## config.mk

```make
export PLATFORM = sky130hd
export DESIGN_NAME = noc_xy_router_flat
export DESIGN_NICKNAME = d
export VERILOG_FILES = /design/src/rtl/noc_pkg.sv /design/src/rtl/noc_xy_router_if.sv /design/src/rtl/noc_sync_fifo.sv /design/src/rtl/noc_xy_router.sv /design/src/flat_wrapper.sv
export SDC_FILE = /design/constraint.sdc
export NUM_CORES = 2
export LEC_CHECK = 0
export CAP_MARGIN = 20
export CORE_ASPECT_RATIO = 0.5
export CORE_MARGIN = 4
export CORE_UTILIZATION = 25
export DETAILED_ROUTE_END_ITERATION = 6
export GPL_TIMING_DRIVEN = 0
export PLACE_DENSITY = 0.38
export SLEW_MARGIN = 20
export SYNTH_ARGS = -nofsm -noshare
export SYNTH_HDL_FRONTEND = slang
export SYNTH_SLANG_ARGS = --single-unit
```

## constraint.sdc

```tcl
create_clock -name clk -period 11.7 [get_ports clk]
set_input_delay 1.17 -clock clk [delete_from_list [all_inputs] [get_ports clk]]
set_output_delay 1.17 -clock clk [all_outputs]
set_load 0.02 [all_outputs]
```

## src/rtl/noc_pkg.sv

```systemverilog
// Shared definitions for the XY mesh router: port indices, flit field offsets
// and the dimension-order route / round-robin helper functions.
package noc_pkg;

  localparam int NUM_PORTS = 5;
  localparam int PORT_L    = 0;
  localparam int PORT_N    = 1;
  localparam int PORT_E    = 2;
  localparam int PORT_S    = 3;
  localparam int PORT_W    = 4;

  // Coordinates are zero-extended to this width before routing comparisons.
  localparam int COORD_MAX_W = 8;

  typedef logic [2:0] port_t;

  // Flit layout is {dest_y, dest_x, payload}, payload in the low bits.
  function automatic int payload_lsb();
    return 0;
  endfunction

  function automatic int dest_x_lsb(input int data_width);
    return data_width;
  endfunction

  function automatic int dest_y_lsb(input int data_width, input int coord_w);
    return data_width + coord_w;
  endfunction

  // X is resolved before Y; equal coordinates in both dimensions mean Local.
  function automatic port_t xy_route(input logic [COORD_MAX_W-1:0] dest_x,
                                     input logic [COORD_MAX_W-1:0] dest_y,
                                     input logic [COORD_MAX_W-1:0] my_x,
                                     input logic [COORD_MAX_W-1:0] my_y);
    if (dest_x > my_x)      return port_t'(PORT_E);
    else if (dest_x < my_x) return port_t'(PORT_W);
    else if (dest_y > my_y) return port_t'(PORT_S);
    else if (dest_y < my_y) return port_t'(PORT_N);
    else                    return port_t'(PORT_L);
  endfunction

  function automatic port_t rr_next(input port_t idx);
    return (idx == port_t'(NUM_PORTS - 1)) ? port_t'(0) : port_t'(idx + port_t'(1));
  endfunction

endpackage

```

## src/rtl/noc_xy_router_if.sv

```systemverilog
// Bundled five-port flit bus of one router: input side, output side and the
// per-output forwarded-flit counters. Slice p of each vector belongs to port p.
interface noc_xy_router_if #(
  parameter int DATA_WIDTH = 32,
  parameter int COORD_W    = 3
);
  import noc_pkg::*;

  localparam int FLIT_W = DATA_WIDTH + 2 * COORD_W;

  logic [NUM_PORTS*FLIT_W-1:0] in_flit;
  logic [NUM_PORTS-1:0]        in_valid;
  logic [NUM_PORTS-1:0]        in_ready;
  logic [NUM_PORTS*FLIT_W-1:0] out_flit;
  logic [NUM_PORTS-1:0]        out_valid;
  logic [NUM_PORTS-1:0]        out_ready;
  logic [NUM_PORTS*16-1:0]     stat_flits;

  // master = neighbours/PE driving the router, slave = the router itself
  modport master (
    output in_flit, in_valid, out_ready,
    input  in_ready, out_flit, out_valid, stat_flits
  );

  modport slave (
    input  in_flit, in_valid, out_ready,
    output in_ready, out_flit, out_valid, stat_flits
  );

endinterface

```

## src/rtl/noc_sync_fifo.sv

```systemverilog
// Single-clock FIFO with full/empty flags; DEPTH must be a power of two >= 2.
// Push while full and pop while empty are ignored.
module noc_sync_fifo #(
  parameter int WIDTH = 8,
  parameter int DEPTH = 4
) (
  input  logic             clk,
  input  logic             rst_n,
  input  logic             push,
  input  logic [WIDTH-1:0] din,
  input  logic             pop,
  output logic [WIDTH-1:0] dout,
  output logic             full,
  output logic             empty
);

  localparam int AW = $clog2(DEPTH);

  logic [WIDTH-1:0] mem [DEPTH];
  logic [AW-1:0]    wr_ptr;
  logic [AW-1:0]    rd_ptr;
  logic [AW:0]      count;
  logic             do_push;
  logic             do_pop;

  assign full    = (count == (AW+1)'(DEPTH));
  assign empty   = (count == '0);
  assign do_push = push && !full;
  assign do_pop  = pop && !empty;
  assign dout    = mem[rd_ptr];

  // NOTE: state flops use non-blocking assignments so every flop samples the
  // pre-edge values regardless of statement order.
  always_ff @(posedge clk or negedge rst_n) begin
    if (!rst_n) begin
      wr_ptr <= '0;
      rd_ptr <= '0;
      count  <= '0;
    end else begin
      if (do_push) wr_ptr <= wr_ptr + 1'b1;
      if (do_pop)  rd_ptr <= rd_ptr + 1'b1;
      case ({do_push, do_pop})
        2'b10:   count <= count + 1'b1;
        2'b01:   count <= count - 1'b1;
        default: count <= count;
      endcase
    end
  end

  // NOTE: storage is deliberately not reset; the count gates every read, so
  // stale entries are never observed and the array stays plain RAM.
  always_ff @(posedge clk) begin
    if (do_push) mem[wr_ptr] <= din;
  end

endmodule

```

## src/rtl/noc_xy_router.sv

```systemverilog
// Five-port XY dimension-order mesh router with per-input FIFOs, per-output
// round-robin arbitration and registered outputs. Optional macro NOC_STATS_EN.
module noc_xy_router
  import noc_pkg::*;
#(
  parameter int DATA_WIDTH = 32,
  parameter int COORD_W    = 3,
  parameter int FIFO_DEPTH = 4
) (
  input  logic               clk,
  input  logic               rst_n,
  input  logic [COORD_W-1:0] my_x,
  input  logic [COORD_W-1:0] my_y,
  noc_xy_router_if.slave     bus
);

  localparam int FLIT_W = DATA_WIDTH + 2 * COORD_W;
  localparam int DX_LSB = dest_x_lsb(DATA_WIDTH);
  localparam int DY_LSB = dest_y_lsb(DATA_WIDTH, COORD_W);

  logic [FLIT_W-1:0]    head       [NUM_PORTS];
  port_t                head_port  [NUM_PORTS];
  logic [NUM_PORTS-1:0] fifo_full;
  logic [NUM_PORTS-1:0] fifo_empty;
  logic [NUM_PORTS-1:0] pop;

  logic [NUM_PORTS-1:0] grant_valid;
  port_t                grant_idx  [NUM_PORTS];
  port_t                sel;

  logic [FLIT_W-1:0]    out_flit_q [NUM_PORTS];
  logic [NUM_PORTS-1:0] out_valid_q;
  port_t                rr_ptr     [NUM_PORTS];

  // Input buffering: the FIFO ignores pushes while full, so no flit is dropped.
  for (genvar p = 0; p < NUM_PORTS; p++) begin : g_in
    noc_sync_fifo #(
      .WIDTH (FLIT_W),
      .DEPTH (FIFO_DEPTH)
    ) u_fifo (
      .clk   (clk),
      .rst_n (rst_n),
      .push  (bus.in_valid[p]),
      .din   (bus.in_flit[p*FLIT_W +: FLIT_W]),
      .pop   (pop[p]),
      .dout  (head[p]),
      .full  (fifo_full[p]),
      .empty (fifo_empty[p])
    );

    assign head_port[p] = xy_route(COORD_MAX_W'(head[p][DX_LSB +: COORD_W]),
                                   COORD_MAX_W'(head[p][DY_LSB +: COORD_W]),
                                   COORD_MAX_W'(my_x),
                                   COORD_MAX_W'(my_y));
  end

  assign bus.in_ready = ~fifo_full;

  // Each output scans the inputs upward from its pointer; since every head maps
  // to exactly one output, no input can be granted by two outputs at once.
  // NOTE: every signal is given a default first so no path infers a latch.
  always_comb begin
    grant_valid = '0;
    pop         = '0;
    sel         = '0;
    for (int o = 0; o < NUM_PORTS; o++) begin
      grant_idx[o] = '0;
      if (!out_valid_q[o] || bus.out_ready[o]) begin
        sel = rr_ptr[o];
        for (int k = 0; k < NUM_PORTS; k++) begin
          if (!grant_valid[o] && !fifo_empty[sel] && (head_port[sel] == port_t'(o))) begin
            grant_valid[o] = 1'b1;
            grant_idx[o]   = sel;
          end
          sel = rr_next(sel);
        end
      end
    end
    for (int o = 0; o < NUM_PORTS; o++) begin
      if (grant_valid[o]) pop[grant_idx[o]] = 1'b1;
    end
  end

  // Output registers: a new grant overwrites the slot only when it is empty or
  // being consumed this cycle, so the flit stays stable under backpressure.
  always_ff @(posedge clk or negedge rst_n) begin
    if (!rst_n) begin
      out_valid_q <= '0;
      for (int o = 0; o < NUM_PORTS; o++) begin
        out_flit_q[o] <= '0;
        rr_ptr[o]     <= '0;
      end
    end else begin
      for (int o = 0; o < NUM_PORTS; o++) begin
        if (grant_valid[o]) begin
          out_flit_q[o]  <= head[grant_idx[o]];
          out_valid_q[o] <= 1'b1;
          rr_ptr[o]      <= rr_next(grant_idx[o]);
        end else if (bus.out_ready[o]) begin
          out_valid_q[o] <= 1'b0;
        end
      end
    end
  end

  for (genvar o = 0; o < NUM_PORTS; o++) begin : g_out
    assign bus.out_flit[o*FLIT_W +: FLIT_W] = out_flit_q[o];
  end
  assign bus.out_valid = out_valid_q;

`ifdef NOC_STATS_EN
  logic [15:0] stat_q [NUM_PORTS];

  // Counts completed output handshakes; wraps naturally at 16 bits.
  always_ff @(posedge clk or negedge rst_n) begin
    if (!rst_n) begin
      for (int o = 0; o < NUM_PORTS; o++) stat_q[o] <= '0;
    end else begin
      for (int o = 0; o < NUM_PORTS; o++) begin
        if (out_valid_q[o] && bus.out_ready[o]) stat_q[o] <= stat_q[o] + 16'd1;
      end
    end
  end

  for (genvar o = 0; o < NUM_PORTS; o++) begin : g_stat
    assign bus.stat_flits[o*16 +: 16] = stat_q[o];
  end
`else
  assign bus.stat_flits = '0;
`endif

endmodule

```

## src/flat_wrapper.sv

```systemverilog
// flat-port wrapper written by rule: the top's interface ports become plain ports
module noc_xy_router_flat import noc_pkg::*;
#(
  parameter int DATA_WIDTH = 32,
  parameter int COORD_W    = 3,
  parameter int FIFO_DEPTH = 4
)
  (clk, rst_n, my_x, my_y, bus_in_flit, bus_in_valid, bus_out_ready, bus_in_ready, bus_out_flit, bus_out_valid, bus_stat_flits);
  noc_xy_router_if #(.DATA_WIDTH(DATA_WIDTH), .COORD_W(COORD_W)) bus_i ();
  input  logic clk;
  input  logic rst_n;
  input  logic [COORD_W-1:0] my_x;
  input  logic [COORD_W-1:0] my_y;
  input wire logic [$bits(bus_i.in_flit)-1:0] bus_in_flit;
  input wire logic [$bits(bus_i.in_valid)-1:0] bus_in_valid;
  input wire logic [$bits(bus_i.out_ready)-1:0] bus_out_ready;
  output wire logic [$bits(bus_i.in_ready)-1:0] bus_in_ready;
  output wire logic [$bits(bus_i.out_flit)-1:0] bus_out_flit;
  output wire logic [$bits(bus_i.out_valid)-1:0] bus_out_valid;
  output wire logic [$bits(bus_i.stat_flits)-1:0] bus_stat_flits;
  assign bus_i.in_flit = bus_in_flit;
  assign bus_i.in_valid = bus_in_valid;
  assign bus_i.out_ready = bus_out_ready;
  assign bus_in_ready = bus_i.in_ready;
  assign bus_out_flit = bus_i.out_flit;
  assign bus_out_valid = bus_i.out_valid;
  assign bus_stat_flits = bus_i.stat_flits;
  noc_xy_router #(.DATA_WIDTH(DATA_WIDTH), .COORD_W(COORD_W), .FIFO_DEPTH(FIFO_DEPTH)) u_core (.clk(clk), .rst_n(rst_n), .my_x(my_x), .my_y(my_y), .bus(bus_i));
endmodule
```

==> impl_metrics.csv <==
group,metric,value,unit
outcome,status,"complete, no violations",
floorplanning,core_area,200000,um^2
clocking,cts_max_path_buffers,3,
clocking,cts_resized,0,
timing,min_period,9480,ps
clocking,tritoncts,"yes",
floorplanning,fp.dieW,644,um
clocking,htreeDepth,3,
floorplanning,io-pin-count,488,
place,dp_hpwl,200000,um
layout,syn2layout_area_growth,23.3,%
global_routing,grt_first_pass_wirelength,343000,um
global_routing,grt-ovfl-total,0,
routing,wire_per_inst,35.8,um
timing,worstMarginPinSlew,1280,ps
timing,hold_viol,0,
place,portBuffers,407,
clocking,cts_root_buf,"clkbuf_16",
critical_path,cp.required,12310,ps
timing,rsz0062_at_grt,"false",
critical_path,cp-startpoint,"u_core.g_in[2].u_fifo.rd_ptr[0]",
timing,clock_skew,45.3,ps
logic_synthesis,synth-edff-count,760,
critical_path,reg2reg_depth,23,
job,cap_violations,0,
routing,remaining_drc_errors,0,
floorplanning,num_rows,116,
clocking,cts_hold_buf,0,
critical_path,end_kind,"register",
layout,final_common_cell,"edfxtp_1",
layout,stdcell_count,7191,
floorplanning,start_util,25.2,%
routing,via_per_inst,5.50,
routing,detail-route-antenna-nets,0,
hold_path,hp-class,"in2async",
timing,period_share,81.0,%
logic_synthesis,ys_warn_count,0,
routing,dr.pass1.iters,6,
floorplanning,dieArea,210000,um^2
clocking,post-cts-setup-buffers,0,
routing,drtIter0Drc,4796,
logic_synthesis,synth.cell_area,50500,um^2
global_routing,grt_usage,23.7,%
clocking,clk_pin_slew,60,ps
critical_path,crit_end,"u_core.g_in[2].u_fifo.count[2]",
logic_synthesis,synth.yosys.seq_area_share,57.3,%
logic_synthesis,synth-seq-cells,1005,
timing,setup_viol_count_final,0,
logic_synthesis,synth_top_area_share,45.2,%
place,gp_congestion,0.968,
critical_path,crit_fanout,10,
layout,layout_common_cells,"edfxtp_1, clkdlybuf4s50_1, nand2_1",
logic_synthesis,syn_inst,3767,
timing,drv_slew,0,
global_routing,antenna_found_initial,35,
routing,finalWirelength,258000,um
layout,num-nets-final,4685,
global_routing,grt_pass1_vias,38557,
logic_synthesis,synth_ff_type,"edfxtp_1",
critical_path,path_class,"reg2reg",
floorplanning,dieHeight,326,um
timing,max_freq,105,MHz
layout,drive_above_1_share,15.9,%
logic_synthesis,synth_cell_types,106,
global_routing,grt_max_degree,75,
logic_synthesis,synthTopCellsByArea,"edfxtp_1, dfrtp_1, mux4_2",
logic_synthesis,synthArstFlopShare,24.4,%
logic_synthesis,avgSynthCellArea,13.4,um^2
routing,vias,39568,
critical_path,rr_startpoint,"u_core.g_in[2].u_fifo.rd_ptr[0]",
critical_path,worstSetupStartpointType,"register",
timing,maxSlewHeadroom,15.0,%
critical_path,rrSetupSlack,2220,ps
critical_path,worstPathArrival,10080,ps
clocking,clkSinkCount,1005,
clocking,numCtsBuffers,105,
place,placed_cells,6978,
clocking,clock_latency,760,ps
critical_path,reg2reg_to,"u_core.g_in[2].u_fifo.count[2]",
logic_synthesis,synth_largest_area_cell,"edfxtp_1",
layout,n_fill_cell,20213,
==> cell type report <==
class,instances,area [um^2],area share [%]
inverters,100,378,0.607
clock buffers,132,2780,4.46
well taps,2714,3400,5.45
multi-input cells,2413,19900,32.0
flip-flops and latches,1005,29000,46.5
clock inverters,66,779,1.25
plain buffers,328,1730,2.78
repair buffers,419,4300,6.90
diodes,14,35.0,0.0563
==> worst min path at each step <==
stage	endpoint	slack, ps	depth (start not counted)
after floorplan	u_core.g_in[0].u_fifo.count[2]	480	1
after global placement	u_core.bus.out_flit[186]	470	2
after CTS	u_core.g_in[4].u_fifo.wr_ptr[0]	290	1
final	u_core.g_in[4].u_fifo.wr_ptr[0]	320	1
after detailed placement	u_core.bus.out_flit[188]	480	2
after global routing	u_core.g_in[4].u_fifo.wr_ptr[0]	320	1
==> cell usage after synthesis, types with 24 or more instances <==
| library cell | number |
|---|---|
| inv_1 | 94 |
| dfrtp_1 | 245 |
| mux4_2 | 192 |
| ha_1 | 100 |
| o31ai_1 | 117 |
| a21oi_1 | 177 |
| o21ai_0 | 97 |
| edfxtp_1 | 760 |
| a22o_1 | 62 |
| and3_1 | 77 |
| a221oi_1 | 86 |
| a22oi_1 | 34 |
| nor2_1 | 112 |
| a31oi_1 | 25 |
| buf_4 | 94 |
| nand2_1 | 273 |
| mux2_2 | 50 |
| buf_2 | 86 |
| a211oi_1 | 158 |
| mux2i_1 | 70 |
| clkbuf_1 | 127 |
| a221o_1 | 61 |
| nor3_1 | 36 |
| nand4_1 | 24 |
| nand3_1 | 131 |
==> per-layer routing <==
layer	routed length [um]	up-vias	GRT usage [%]
li1	-	16329	-
met1	111000	20881	32.1
met2	115000	1962	36.6
met3	21400	390	6.27
met4	10100	6	8.13
met5	41	-	0
==> state kept, by name (all words and copies together), names as in the netlist <==
signal	cells
u_core.g_in.u_fifo.mem	760
u_core.bus.out_flit	190
u_core.g_in.u_fifo.count	15
u_core.rr_ptr	15
u_core.g_in.u_fifo.rd_ptr	10
u_core.g_in.u_fifo.wr_ptr	10
u_core.bus.out_valid	5
==> cells by family (layout without fill, tap and decap cells) <==
family / after synthesis / in the layout / share of synthesized area (%)
and+or+nand+nor: 797 / 797 / 7.88
adders and majority gates: 105 / 105 / 2.68
muxes: 314 / 314 / 11.1
other: 1 / 94 / 0.00743
buffers and inverters: 428 / 1045 / 4.16
xor gates and xnor gates: 30 / 30 / 0.520
AOI/OAI and AO/OA: 1087 / 1087 / 16.3
DFF: 1005 / 1005 / 57.3
==> through the flow <==
step	utilization, %	area, um^2	hold WS [ps]	worst slack [ps]	TNS (ps)
4_1_cts	31.0	62200	294	2380	0
2_1_floorplan	-	50800	477	5620	0
3_3_place_gp	29.1	58300	469	-3800	-916670
3_5_place_dp	29.3	58600	478	2420	0
5_1_grt	31.1	62200	322	1780	0
6_report	31.1	62300	318	2220	0
==> critical path, stage by stage, from the launching register on <==
cell and delay, ps:
dfrtp_1 370, buf_1 690, buf_1 770, mux4_2 820, inv_1 360, ha_1 290
nand3b_1 270, a21oi_1 310, a21oi_1 230, a32oi_1 100, o21ai_0 620, nor3b_2 660
a32oi_1 300, nor2_1 650, inv_2 200, buf_6 220, a222oi_1 470, nand3_1 840
ha_1 550, inv_1 80, fa_1 170, xor2_1 150, nor2_1 60, xor2_1 140
Power is not shown: default switching activity piles up to over one toggle a cycle in this logic, so the estimate is an artifact.
